### src/rtl/ram_access_arbiter_pkg.sv
// Shared definitions for the RAM access arbiter: RAM command opcodes, FSM states
// and a helper that packs a RAM command word.
package ram_arb_pkg;

  localparam int unsigned CMD_W = 10;

  localparam logic [1:0] CMD_WADDR = 2'b00;
  localparam logic [1:0] CMD_WDATA = 2'b01;
  localparam logic [1:0] CMD_RADDR = 2'b10;
  localparam logic [1:0] CMD_RCMD  = 2'b11;

  typedef enum logic [2:0] {
    ST_IDLE,
    ST_ADDR,
    ST_WDATA,
    ST_RCMD,
    ST_RD_WAIT,
    ST_RESP
  } state_e;

  function automatic logic [CMD_W-1:0] make_cmd(input logic [1:0] op, input logic [7:0] payload);
    return {op, payload};
  endfunction

endpackage

### src/rtl/ram_access_arbiter_if.sv
// Requester-side and RAM-side bus of the RAM access arbiter; the arbiter uses
// the slave modport, requesters/RAM (or a bench) the master modport.
interface ram_access_arbiter_if #(
  parameter int unsigned NUM_REQ   = 2,
  parameter int unsigned ADDR_SIZE = 8
);
  import ram_arb_pkg::*;

  logic [NUM_REQ-1:0]           req_valid;
  logic [NUM_REQ-1:0]           req_write;
  logic [NUM_REQ*ADDR_SIZE-1:0] req_addr;
  logic [NUM_REQ*8-1:0]         req_wdata;
  logic [NUM_REQ-1:0]           req_ready;
  logic [NUM_REQ-1:0]           rsp_valid;
  logic [NUM_REQ-1:0]           rsp_ready;
  logic [7:0]                   rsp_rdata;
  logic                         rsp_err;
  logic [CMD_W-1:0]             ram_din;
  logic                         ram_rx_valid;
  logic [7:0]                   ram_dout;
  logic                         ram_tx_valid;

  modport slave (
    input  req_valid, req_write, req_addr, req_wdata, rsp_ready, ram_dout, ram_tx_valid,
    output req_ready, rsp_valid, rsp_rdata, rsp_err, ram_din, ram_rx_valid
  );

  modport master (
    output req_valid, req_write, req_addr, req_wdata, rsp_ready, ram_dout, ram_tx_valid,
    input  req_ready, rsp_valid, rsp_rdata, rsp_err, ram_din, ram_rx_valid
  );

endinterface

### src/rtl/ram_access_arbiter_rr_arbiter.sv
// Combinational round-robin picker: first set request scanning upward from
// the slot after ptr_i, wrapping at NUM_REQ-1.
module rr_arbiter #(
  parameter int unsigned NUM_REQ = 2
) (
  input  logic [NUM_REQ-1:0]         req_i,
  input  logic [$clog2(NUM_REQ)-1:0] ptr_i,
  output logic [NUM_REQ-1:0]         gnt_o,
  output logic [$clog2(NUM_REQ)-1:0] idx_o,
  output logic                       any_o
);

  localparam int unsigned IDX_W = $clog2(NUM_REQ);

  logic [IDX_W-1:0] cand;

  always_comb begin
    gnt_o = '0;
    idx_o = '0;
    any_o = 1'b0;
    cand  = '0;
    for (int unsigned k = 1; k <= NUM_REQ; k++) begin
      cand = IDX_W'((32'(ptr_i) + k) % NUM_REQ);
      if (!any_o && req_i[cand]) begin
        any_o       = 1'b1;
        gnt_o[cand] = 1'b1;
        idx_o       = cand;
      end
    end
  end

endmodule

### src/rtl/ram_access_arbiter.sv
// Round-robin arbiter sharing one single-port RAM command port among NUM_REQ
// requesters. Optional read watchdog enabled by defining RD_TIMEOUT_EN.
module ram_access_arbiter
  import ram_arb_pkg::*;
#(
  parameter int unsigned NUM_REQ        = 2,
  parameter int unsigned ADDR_SIZE      = 8,
  parameter int unsigned TIMEOUT_CYCLES = 16
) (
  input logic                clk,
  input logic                rst_n,
  ram_access_arbiter_if.slave bus
);

  localparam int unsigned IDX_W = $clog2(NUM_REQ);

  if (ADDR_SIZE != 8) begin : g_bad_addr
    $error("ram_access_arbiter: ADDR_SIZE must be 8");
  end
  if (TIMEOUT_CYCLES == 0) begin : g_bad_timeout
    $error("ram_access_arbiter: TIMEOUT_CYCLES must be non-zero");
  end

  state_e               state_q, state_d;
  logic [IDX_W-1:0]     ptr_q, ptr_d;
  logic                 wr_q, wr_d;
  logic [ADDR_SIZE-1:0] addr_q, addr_d;
  logic [7:0]           wdata_q, wdata_d;
  logic [7:0]           rdata_q, rdata_d;

  logic [NUM_REQ-1:0]   gnt;
  logic [IDX_W-1:0]     gnt_idx;
  logic                 gnt_any;

`ifdef RD_TIMEOUT_EN
  localparam int unsigned CNT_W = $clog2(TIMEOUT_CYCLES + 1);
  logic [CNT_W-1:0] cnt_q, cnt_d;
  logic             err_q, err_d;
`endif

  rr_arbiter #(.NUM_REQ(NUM_REQ)) u_rr (
    .req_i (bus.req_valid),
    .ptr_i (ptr_q),
    .gnt_o (gnt),
    .idx_o (gnt_idx),
    .any_o (gnt_any)
  );

  always_ff @(posedge clk) begin
    if (!rst_n) begin
      state_q <= ST_IDLE;
      ptr_q   <= IDX_W'(NUM_REQ - 1);
      wr_q    <= 1'b0;
      addr_q  <= '0;
      wdata_q <= '0;
      rdata_q <= '0;
`ifdef RD_TIMEOUT_EN
      cnt_q   <= '0;
      err_q   <= 1'b0;
`endif
    end else begin
      state_q <= state_d;
      ptr_q   <= ptr_d;
      wr_q    <= wr_d;
      addr_q  <= addr_d;
      wdata_q <= wdata_d;
      rdata_q <= rdata_d;
`ifdef RD_TIMEOUT_EN
      cnt_q   <= cnt_d;
      err_q   <= err_d;
`endif
    end
  end

  always_comb begin
    state_d          = state_q;
    ptr_d            = ptr_q;
    wr_d             = wr_q;
    addr_d           = addr_q;
    wdata_d          = wdata_q;
    rdata_d          = rdata_q;
    bus.req_ready    = '0;
    bus.rsp_valid    = '0;
    bus.rsp_rdata    = '0;
    bus.rsp_err      = 1'b0;
    bus.ram_din      = '0;
    bus.ram_rx_valid = 1'b0;
`ifdef RD_TIMEOUT_EN
    cnt_d            = cnt_q;
    err_d            = err_q;
`endif

    unique case (state_q)
      ST_IDLE: begin
        // A grant is suppressed while reset is held so every output reads 0.
        if (gnt_any && rst_n) begin
          bus.req_ready = gnt;
          ptr_d         = gnt_idx;
          wr_d          = bus.req_write[gnt_idx];
          addr_d        = bus.req_addr[gnt_idx*ADDR_SIZE +: ADDR_SIZE];
          wdata_d       = bus.req_wdata[gnt_idx*8 +: 8];
          rdata_d       = '0;
`ifdef RD_TIMEOUT_EN
          err_d         = 1'b0;
`endif
          state_d       = ST_ADDR;
        end
      end
      ST_ADDR: begin
        bus.ram_din      = make_cmd(wr_q ? CMD_WADDR : CMD_RADDR, addr_q);
        bus.ram_rx_valid = 1'b1;
        state_d          = wr_q ? ST_WDATA : ST_RCMD;
      end
      ST_WDATA: begin
        bus.ram_din      = make_cmd(CMD_WDATA, wdata_q);
        bus.ram_rx_valid = 1'b1;
        state_d          = ST_RESP;
      end
      ST_RCMD: begin
        bus.ram_din      = make_cmd(CMD_RCMD, 8'h00);
        bus.ram_rx_valid = 1'b1;
`ifdef RD_TIMEOUT_EN
        cnt_d            = '0;
`endif
        state_d          = ST_RD_WAIT;
      end
      ST_RD_WAIT: begin
        // Data arriving on the expiry cycle takes priority over the timeout.
        if (bus.ram_tx_valid) begin
          rdata_d = bus.ram_dout;
          state_d = ST_RESP;
        end
`ifdef RD_TIMEOUT_EN
        else if (cnt_q == CNT_W'(TIMEOUT_CYCLES - 1)) begin
          rdata_d = 8'hFF;
          err_d   = 1'b1;
          state_d = ST_RESP;
        end else begin
          cnt_d = cnt_q + 1'b1;
        end
`endif
      end
      ST_RESP: begin
        bus.rsp_valid[ptr_q] = 1'b1;
        bus.rsp_rdata        = rdata_q;
`ifdef RD_TIMEOUT_EN
        bus.rsp_err          = err_q;
`endif
        if (bus.rsp_ready[ptr_q]) state_d = ST_IDLE;
      end
      default: state_d = ST_IDLE;
    endcase
  end

endmodule
### src/flat_wrapper.sv
// flat-port wrapper written by rule: the top's interface ports become plain ports
module ram_access_arbiter_flat import ram_arb_pkg::*;
#(
  parameter int unsigned NUM_REQ        = 2,
  parameter int unsigned ADDR_SIZE      = 8,
  parameter int unsigned TIMEOUT_CYCLES = 16
)
  (clk, rst_n, bus_req_valid, bus_req_write, bus_req_addr, bus_req_wdata, bus_rsp_ready, bus_ram_dout, bus_ram_tx_valid, bus_req_ready, bus_rsp_valid, bus_rsp_rdata, bus_rsp_err, bus_ram_din, bus_ram_rx_valid);
  ram_access_arbiter_if #(.NUM_REQ(NUM_REQ), .ADDR_SIZE(ADDR_SIZE)) bus_i ();
  input logic clk;
  input logic rst_n;
  input wire logic [$bits(bus_i.req_valid)-1:0] bus_req_valid;
  input wire logic [$bits(bus_i.req_write)-1:0] bus_req_write;
  input wire logic [$bits(bus_i.req_addr)-1:0] bus_req_addr;
  input wire logic [$bits(bus_i.req_wdata)-1:0] bus_req_wdata;
  input wire logic [$bits(bus_i.rsp_ready)-1:0] bus_rsp_ready;
  input wire logic [$bits(bus_i.ram_dout)-1:0] bus_ram_dout;
  input wire logic [$bits(bus_i.ram_tx_valid)-1:0] bus_ram_tx_valid;
  output wire logic [$bits(bus_i.req_ready)-1:0] bus_req_ready;
  output wire logic [$bits(bus_i.rsp_valid)-1:0] bus_rsp_valid;
  output wire logic [$bits(bus_i.rsp_rdata)-1:0] bus_rsp_rdata;
  output wire logic [$bits(bus_i.rsp_err)-1:0] bus_rsp_err;
  output wire logic [$bits(bus_i.ram_din)-1:0] bus_ram_din;
  output wire logic [$bits(bus_i.ram_rx_valid)-1:0] bus_ram_rx_valid;
  assign bus_i.req_valid = bus_req_valid;
  assign bus_i.req_write = bus_req_write;
  assign bus_i.req_addr = bus_req_addr;
  assign bus_i.req_wdata = bus_req_wdata;
  assign bus_i.rsp_ready = bus_rsp_ready;
  assign bus_i.ram_dout = bus_ram_dout;
  assign bus_i.ram_tx_valid = bus_ram_tx_valid;
  assign bus_req_ready = bus_i.req_ready;
  assign bus_rsp_valid = bus_i.rsp_valid;
  assign bus_rsp_rdata = bus_i.rsp_rdata;
  assign bus_rsp_err = bus_i.rsp_err;
  assign bus_ram_din = bus_i.ram_din;
  assign bus_ram_rx_valid = bus_i.ram_rx_valid;
  ram_access_arbiter #(.NUM_REQ(NUM_REQ), .ADDR_SIZE(ADDR_SIZE), .TIMEOUT_CYCLES(TIMEOUT_CYCLES)) u_core (.clk(clk), .rst_n(rst_n), .bus(bus_i));
endmodule
### config.mk
export PLATFORM = sky130hd
export DESIGN_NAME = ram_access_arbiter_flat
export DESIGN_NICKNAME = d
export VERILOG_FILES = /design/src/rtl/ram_access_arbiter_pkg.sv /design/src/rtl/ram_access_arbiter_if.sv /design/src/rtl/ram_access_arbiter_rr_arbiter.sv /design/src/rtl/ram_access_arbiter.sv /design/src/flat_wrapper.sv
export SDC_FILE = /design/constraint.sdc
export NUM_CORES = 1
export LEC_CHECK = 0
export BUFFER_PORTS_ARGS = -buffer_cell sky130_fd_sc_hd__buf_2
export CAP_MARGIN = 20
export CORE_MARGIN = 1.5
export CORE_UTILIZATION = 41
export DETAILED_ROUTE_END_ITERATION = 8
export PLACE_DENSITY = 0.75
export SYNTH_ARGS = -nofsm -noshare
export SYNTH_HDL_FRONTEND = slang
export SYNTH_SLANG_ARGS = --single-unit
export TNS_END_PERCENT = 20
### constraint.sdc
create_clock -name clk -period 1.3 [get_ports clk]
set_clock_uncertainty 0.2 [all_clocks]
set_input_delay 0.195 -clock clk [delete_from_list [all_inputs] [get_ports clk]]
set_output_delay 0.195 -clock clk [all_outputs]
set_load 0.05 [all_outputs]
==> results of run 1 <==
-- registers in the layout (all words and copies together) (netlist names) --
| register | count |
|---|---|
| u_core.ptr_q | 1 |
| u_core.wr_q | 1 |
| u_core.addr_q | 8 |
| u_core.wdata_q | 8 |
| u_core.state_q | 3 |
| u_core.rdata_q | 8 |
-- power by group through the flow --
stage / Combinational [W] / Clock [W] / Sequential, W
after global placement: 0.000907 / 0 / 0.00108
after floorplan: 0.000644 / 0 / 0.00107
after CTS: 0.00114 / 0.000630 / 0.00108
after global routing: 0.00144 / 0.000704 / 0.00113
final: 0.00138 / 0.000662 / 0.00112
after detailed placement: 0.000921 / 0 / 0.00108
-- critical path, stage by stage, from the launching register on --
cell                       delay (ns)
sky130_fd_sc_hd__dfxtp_2         0.36
sky130_fd_sc_hd__buf_6           0.12
sky130_fd_sc_hd__nand2b_4        0.17
sky130_fd_sc_hd__nor2_4          0.17
sky130_fd_sc_hd__and2_4          0.18
sky130_fd_sc_hd__buf_8           0.14
-- per-layer routing --
layer | up-vias | track usage, % | part of all wire [%]
met1 | 930 | 30.4 | 37
li1 | 861 | - | -
met3 | 23 | 5.89 | 6.2
met5 | - | 0 | 0
met4 | 0 | 9.51 | 3.1
met2 | 106 | 54.7 | 54
-- per-stage QoR --
| stage | power (W) | util (%) | area, um2 | hold WS, ns |
|---|---|---|---|---|
| detailed placement | 0.00201 | 62.8 | 2150 | 0.217 |
| floorplan | 0.00172 | - | 1630 | 0.128 |
| CTS | 0.00285 | 84.6 | 2890 | 0.0136 |
| finish | 0.00317 | 91.2 | 3110 | 0.0620 |
| global placement | 0.00199 | 62.8 | 2150 | 0.225 |
| global route | 0.00327 | 91.2 | 3110 | 0.0389 |
-- path summary, 6_finish.rpt --
check | start | endpoint | slack [ns] | cells after the start
max | u_core.state_q[1] | bus_rsp_rdata[3] | -0.59 | 5
min | bus_req_write[0] | u_core.wr_q | 0.06 | 4
max reg2reg | u_core.state_q[1] | u_core.state_q[0] | -0.43 | 8
min reg2reg | u_core.rdata_q[2] | u_core.rdata_q[2] | 0.29 | 1
-- area by class of cell --
| class | count | area (um2) |
|---|---|---|
| inverters | 5 | 23.8 |
| fillers | 141 | 302 |
| clock buffers | 7 | 65.1 |
| well taps | 46 | 57.6 |
| clock inverters | 1 | 5.00 |
| flip-flops and latches | 29 | 588 |
| multi-input cells | 116 | 1100 |
| repair buffers | 142 | 1280 |
-- kinds of logic after synthesis --
family | count (synthesis) | share of synthesized area [%]
muxes | 18 | 12.1
AOI/OAI and AO/OA | 45 | 22.9
other | 1 | 0.250
buffers and inverters | 16 | 7.52
and+or+nand+nor | 51 | 18.5
DFF | 29 | 38.8
-- cell usage after synthesis (all sizes together) (2+ instances only) --
| cell type | instances |
|---|---|
| a22o | 8 |
| dfxtp | 29 |
| mux2i | 17 |
| nand3 | 16 |
| a21oi | 3 |
| a22oi | 8 |
| and2 | 9 |
| nor4 | 2 |
| nor3 | 2 |
| inv | 5 |
| o21ai | 19 |
| buf | 11 |
| nor2 | 19 |
-- what timing repair did --
action | in CTS | in global routing
setup buffers | 1 | 6
gates cloned | 1 | 0
setup endpoints to repair | 51 | 52
hold buffers | 40 | 0
gates resized for setup | 82 | 33
pin swaps | 20 | 27
endpoints found under the hold margin | 24 | 0
==> impl_summary.txt, run 1 <==
----------------------------------------------------
[Run status]
  Outcome ... finished with violations
  Violations in the final reports ... setup timing

[Drt]
  Post-DR wirelength/cell ... 20.1 um
  Detailed-router iteration count before antenna repair ... 4
  Violation count after the first detailed-routing iteration ... 120
  Vias after detailed routing ... 1920
  DRC ... 0
  Total Routed Length ... 6940 um
  Average vias per placed instance ... 5.55
  Residual antenna-violating net count after detailed routing ... 0

[Clock network]
  Clock transition at the registers of the reported paths ... 0.11 ns
  Max clock buf depth ... 2
  Clock tree root buffer cell ... sky130_fd_sc_hd__clkbuf_4
  Worst-Skew Late Latency ... 0.35 ns
  Total clock buffers created by CTS ... 5
  Clock tree from TritonCTS ... yes
  Total clock sinks ... 29
  Number of levels the H-tree was split into ... 2

[Timing]
  Total negative slack ... -20.47 ns
  Timing-limited maximum frequency ... 530 MHz
  Hold violation count in the final report ... 0
  Setup-violating endpoint count in the final report ... 51
  RSZ-0062 raised after global routing ... yes
  Pins over their slew limit ... 0
  Final critical-path required period ... 1.89 ns
  Slack of the critical path ... -0.585 ns
  Crit share post-route ... 145%

[Place]
  Worst setup timing slack at the placement stage ... -0.399 ns
  Count of input and output buffers ... 71
  Gp weighted congestion ... 0.833
  Placed wire-length estimate after detailed placement ... 2840 um
  Placed Instances ... 290

[Pwr]
  Static Leak ... 1.32 nW
  Proportion of power drawn by flip-flops and latches ... 35.4%
  Internal Dissipation ... 0.00195 W
  Combinational share of power ... 43.7%
  Power density over cell area ... 1020 nW/um2
  Net switching fraction of the power ... 38.3%
  Power spent charging and discharging nets ... 0.00121 W
  Peak VDD IR ... 0.908 mV
  Clock network power share ... 20.9%

[Finish]
  Final #Nets ... 348
  Area Growth Syn to Fin ... 108%
  Share of layout cells above drive strength 1 ... 58.7%
  Filler-free cell count of the finished design ... 346
  Most common cell after layout, fill and taps aside ... sky130_fd_sc_hd__buf_2
  Most frequent cells in the layout ... sky130_fd_sc_hd__buf_2, sky130_fd_sc_hd__dlygate4sd3_1, sky130_fd_sc_hd__dfxtp_1
  Diodes inserted ... 0

[Synth]
  Synth Area per Inst ... 9.36 um2
  EDFF count, synth ... 0
  Primary FF master, synth ... sky130_fd_sc_hd__dfxtp_1
  Synth Net Count ... 209
  Share of synthesized flip-flops with an asynchronous set or reset ... 0%
  Number of synthesized register bits ... 29
  Biggest area contributors in the synthesized netlist ... sky130_fd_sc_hd__dfxtp_1, sky130_fd_sc_hd__mux2i_1, sky130_fd_sc_hd__nand3_1
  Fraction of the yosys area taken by sequential cells ... 38.8%
  Number of warning messages in the yosys log ... 0
  Synth unique cells ... 36
  Largest area contributor in the synthesized netlist ... sky130_fd_sc_hd__dfxtp_1
  Post-Syn Instances ... 160
  Post-synthesis cell area ... 1500 um2
  Top cell type's share of synthesized area ... 38.8%

[Global route]
  Via count of the first global-routing pass ... 1913
  Initial antenna violation count ... 0
  Global route total overflow ... 0
  Maximum number of pins on one net before global-route repair ... 32
  Global-route wire length before repair ... 8830 um
  Overall routing resource usage ... 28.5%

[Critical path]
  Endpoint arrival time on the critical path ... 1.49 ns
  Data required time at the worst endpoint ... 0.90 ns
  Type of element launching the critical path ... flip-flop
  Kind of end point of the critical path ... output pin
  Maximum net fanout on the critical path ... 5
  Critical path start-end classification ... reg2out

[Floorplanning]
  Number of placement rows ... 21
  Die Ht ... 63.4 um
  Boundary pin count ... 73
  Floorplan Core Area ... 3420 um2
  Die area ... 4020 um2
  Initial core utilization ... 43.8%
  Chip Width ... 63.4 um

[Worst hold path]
  Hold WC Path Type ... in2reg

[Run]
  Max cap viols ... 0

----------------------------------------------------
No activity file was read; power rests on OpenSTA's default activity.
==> run 2: changes to the inputs <==
--- a/config.mk
+++ b/config.mk
@@ -8,9 +8,9 @@
 export BUFFER_PORTS_ARGS = -buffer_cell sky130_fd_sc_hd__buf_2
 export CAP_MARGIN = 20
 export CORE_MARGIN = 1.5
-export CORE_UTILIZATION = 41
+export CORE_UTILIZATION = 30
 export DETAILED_ROUTE_END_ITERATION = 8
-export PLACE_DENSITY = 0.75
+export PLACE_DENSITY = 0.54
 export SYNTH_ARGS = -nofsm -noshare
 export SYNTH_HDL_FRONTEND = slang
 export SYNTH_SLANG_ARGS = --single-unit
==> run 2 against run 1 <==
Against the previous run:
- the flow finishes with violations (hold timing, setup timing)
- combinational power shrank 20%
- clock-buffer cell count is the same
- hold slack worse by 0.070 ns
- non-clock buffer count decreased by 15
- die area up 35%
- cell count grew 1.2%
- maximum frequency rose by 9.6%
- register-to-register slack better by 0.22 ns
==> impl_summary.txt, run 2 (synthesis gave the netlist of run 1 again) <==
----------------------------------------------------
[Run status]
  Outcome ... finished with violations
  Violations in the final reports ... hold timing, setup timing

[Global route]
  Via count of the first global-routing pass ... 1597 (-17%)
  Initial antenna violation count ... 0 (unchanged)
  Global-route wire length before repair ... 6900 um (-22%)
  Global route total overflow ... 0 (unchanged)
  Overall routing resource usage ... 16.7% (-12 points)
  Maximum number of pins on one net before global-route repair ... 33 (+3.1%)

[Clock network]
  Total clock sinks ... 29 (unchanged)
  Clock tree root buffer cell ... sky130_fd_sc_hd__clkbuf_8
  Total clock buffers created by CTS ... 5 (unchanged)
  Max clock buf depth ... 2 (unchanged)
  Clock tree from TritonCTS ... yes
  Clock transition at the registers of the reported paths ... 0.06 ns (-0.05 ns)
  Setup Fix Bufs, Post-CTS ... 0 (-1)
  Number of levels the H-tree was split into ... 2 (unchanged)
  Worst-Skew Late Latency ... 0.28 ns (-0.07 ns)

[Floorplanning]
  Die area ... 5430 um2 (+35%)
  Chip Width ... 73.7 um (+16%)
  Floorplan Core Area ... 4750 um2 (+39%)
  Number of placement rows ... 25 (+19%)
  Boundary pin count ... 73 (unchanged)
  Die Ht ... 73.7 um (+16%)
  Initial core utilization ... 31.5% (-12 points)

[Drt]
  Detailed-router iteration count before antenna repair ... 4 (unchanged)
  Violation count after the first detailed-routing iteration ... 44 (-63%)
  Average vias per placed instance ... 4.51 (-19%)
  Vias after detailed routing ... 1580 (-18%)
  Total Routed Length ... 4340 um (-37%)
  DRC ... 0 (unchanged)
  Residual antenna-violating net count after detailed routing ... 0 (unchanged)
  Post-DR wirelength/cell ... 12.4 um (-38%)

[Place]
  Placed Instances ... 315 (+8.6%)
  Placed wire-length estimate after detailed placement ... 3070 um (+8.3%)
  Count of input and output buffers ... 71 (unchanged)
  Gp weighted congestion ... 0.732 (-12%)
  Worst setup timing slack at the placement stage ... -0.402 ns (-0.00359 ns)
  Total placed instance area ... 2200 um2 (+2.6%)

[Critical path]
  Terminus of the critical flop-to-flop path ... u_core.addr_q[6]
  Endpoint arrival time on the critical path ... 1.32 ns (-0.17 ns)
  Kind of end point of the critical path ... output pin
  Critical path start-end classification ... reg2out
  Maximum net fanout on the critical path ... 8 (+3)
  Critical path launch point ... u_core.state_q[1]
  Register-to-register setup slack ... -0.21 ns (+0.22 ns)
  R2R depth ... 5 (-3)
  Critical path capture point ... bus_ram_din[3]
  Beginning of the worst register-to-register path ... u_core.state_q[2]
  Data required time at the worst endpoint ... 0.90 ns (about the same)
  Type of element launching the critical path ... flip-flop

[Finish]
  Final #Nets ... 332 (-4.6%)
  Most common cell after layout, fill and taps aside ... sky130_fd_sc_hd__buf_2
  Share of layout cells above drive strength 1 ... 56.2% (-2.5 points)
  Largest regs ... u_core.addr_q (8), u_core.rdata_q (8), u_core.wdata_q (8)
  Most frequent cells in the layout ... sky130_fd_sc_hd__buf_2, sky130_fd_sc_hd__dlygate4sd3_1, sky130_fd_sc_hd__buf_4, sky130_fd_sc_hd__dfxtp_1, sky130_fd_sc_hd__mux2i_1
  Final Instance Area ... 2860 um2 (-8.1%)
  FILL cells ... 435 (+210%)
  Post-Route Utilization ... 60.2% (-31 points)
  Filler-free cell count of the finished design ... 350 (+1.2%)
  Diodes inserted ... 0 (unchanged)
  Area Growth Syn to Fin ... 91.1%

[Timing]
  Hold violation count in the final report ... 3 (+3)
  Final Hold Slack ... -0.00765 ns (-0.0696 ns)
  Crit share post-route ... 132% (-13 points)
  Timing-limited maximum frequency ... 582 MHz (+9.6%)
  Final critical-path required period ... 1.72 ns (-0.166 ns)
  Pins over their slew limit ... 0 (unchanged)
  Slack of the critical path ... -0.419 ns (+0.166 ns)
  RSZ-0062 raised after global routing ... yes
  Setup-violating endpoint count in the final report ... 50 (-2.0%)

[Pwr]
  Static Leak ... 1.22 nW (-7.5%)
  Total power of the final layout ... 0.00294 W (-7.1%)
  Power density over cell area ... 1030 nW/um2 (+1.0%)
  Peak VDD IR ... 0.437 mV (-52%)

[Run]
  Max cap viols ... 0 (unchanged)

[Worst hold path]
  Hold WC Path Type ... in2reg

----------------------------------------------------
## run 2: cell count changes in the layout (fill, tap and decap cells not counted), moves of 3 or more
cell / before / now
sky130_fd_sc_hd__clkbuf_4: 5 / 0
sky130_fd_sc_hd__nand3_2: 6 / 0
sky130_fd_sc_hd__clkbuf_8: 2 / 6
sky130_fd_sc_hd__nand3_1: 10 / 16
sky130_fd_sc_hd__dlygate4sd3_1: 40 / 28
sky130_fd_sc_hd__buf_12: 5 / 2
sky130_fd_sc_hd__o21ai_2: 9 / 5
sky130_fd_sc_hd__o21ai_1: 8 / 12
sky130_fd_sc_hd__buf_6: 23 / 11
sky130_fd_sc_hd__buf_4: 15 / 25
## run 2: worst min-delay path by stage
stage | from | endpoint | slack, ns | depth (start not counted)
final | bus_req_wdata[7] | u_core.wdata_q[7] | -0.008 | 3
after global routing | bus_req_wdata[8] | u_core.wdata_q[0] | 0.002 | 3
after global placement | bus_ram_dout[3] | u_core.rdata_q[3] | 0.21 | 2
after floorplan | bus_ram_dout[0] | u_core.rdata_q[0] | 0.13 | 1
after CTS | bus_req_wdata[1] | u_core.wdata_q[1] | 0.002 | 3
after detailed placement | bus_ram_dout[7] | u_core.rdata_q[7] | 0.22 | 2
## run 2: report_power, final
part | switching, W | internal [W] | leakage, nW
Combinational | 0.000583 | 0.000517 | 0.933
Sequential | 0.0000993 | 0.00100 | 0.240
Clock | 0.000323 | 0.000419 | 0.0443
Total | 0.00101 | 0.00194 | 1.22
## run 2: metrics by stage
stage               hold WS, ns  TNS [ns]
finish                 -0.00765    -13.29
global route            0.00156    -17.28
CTS                     0.00153    -14.03
detailed placement        0.221    -13.77
global placement          0.213    -13.06
floorplan                 0.128     -7.38
## run 2: cell type report
type                       instances  area [um2]  share of cell area (%)
clock buffer                       7        86.3                    3.02
timing repair buffer             127        1070                    37.3
multi-input combinational        115        1010                    35.2
inverter                           5        23.8                   0.830
sequential                        29         593                    20.7
tap                               67        83.8                    2.93
## run 2: worst max-delay path, stage by stage, from the launching register on
cell and delay, ns:
sky130_fd_sc_hd__dfxtp_4 0.41, sky130_fd_sc_hd__inv_4 0.05, sky130_fd_sc_hd__nor2_4 0.09, sky130_fd_sc_hd__buf_12 0.14
sky130_fd_sc_hd__a22oi_2 0.09, sky130_fd_sc_hd__nor2_4 0.12, sky130_fd_sc_hd__buf_8 0.15
## run 2: layer usage
metal | GRT usage [%] | up-vias | share of wire (%)
li1 | - | 826 | -
met1 | 19.8 | 710 | 44
met2 | 29.6 | 37 | 51
met3 | 3.43 | 7 | 3.4
met4 | 5.56 | 0 | 1.3
met5 | 0 | - | 0
## run 2: timing repair
item	CTS	global route
hold buffers	28	0
gates cloned	0	0
setup endpoints to repair	51	51
hold endpoints to repair	19	0
pin swaps	7	13
resized for setup	86	6
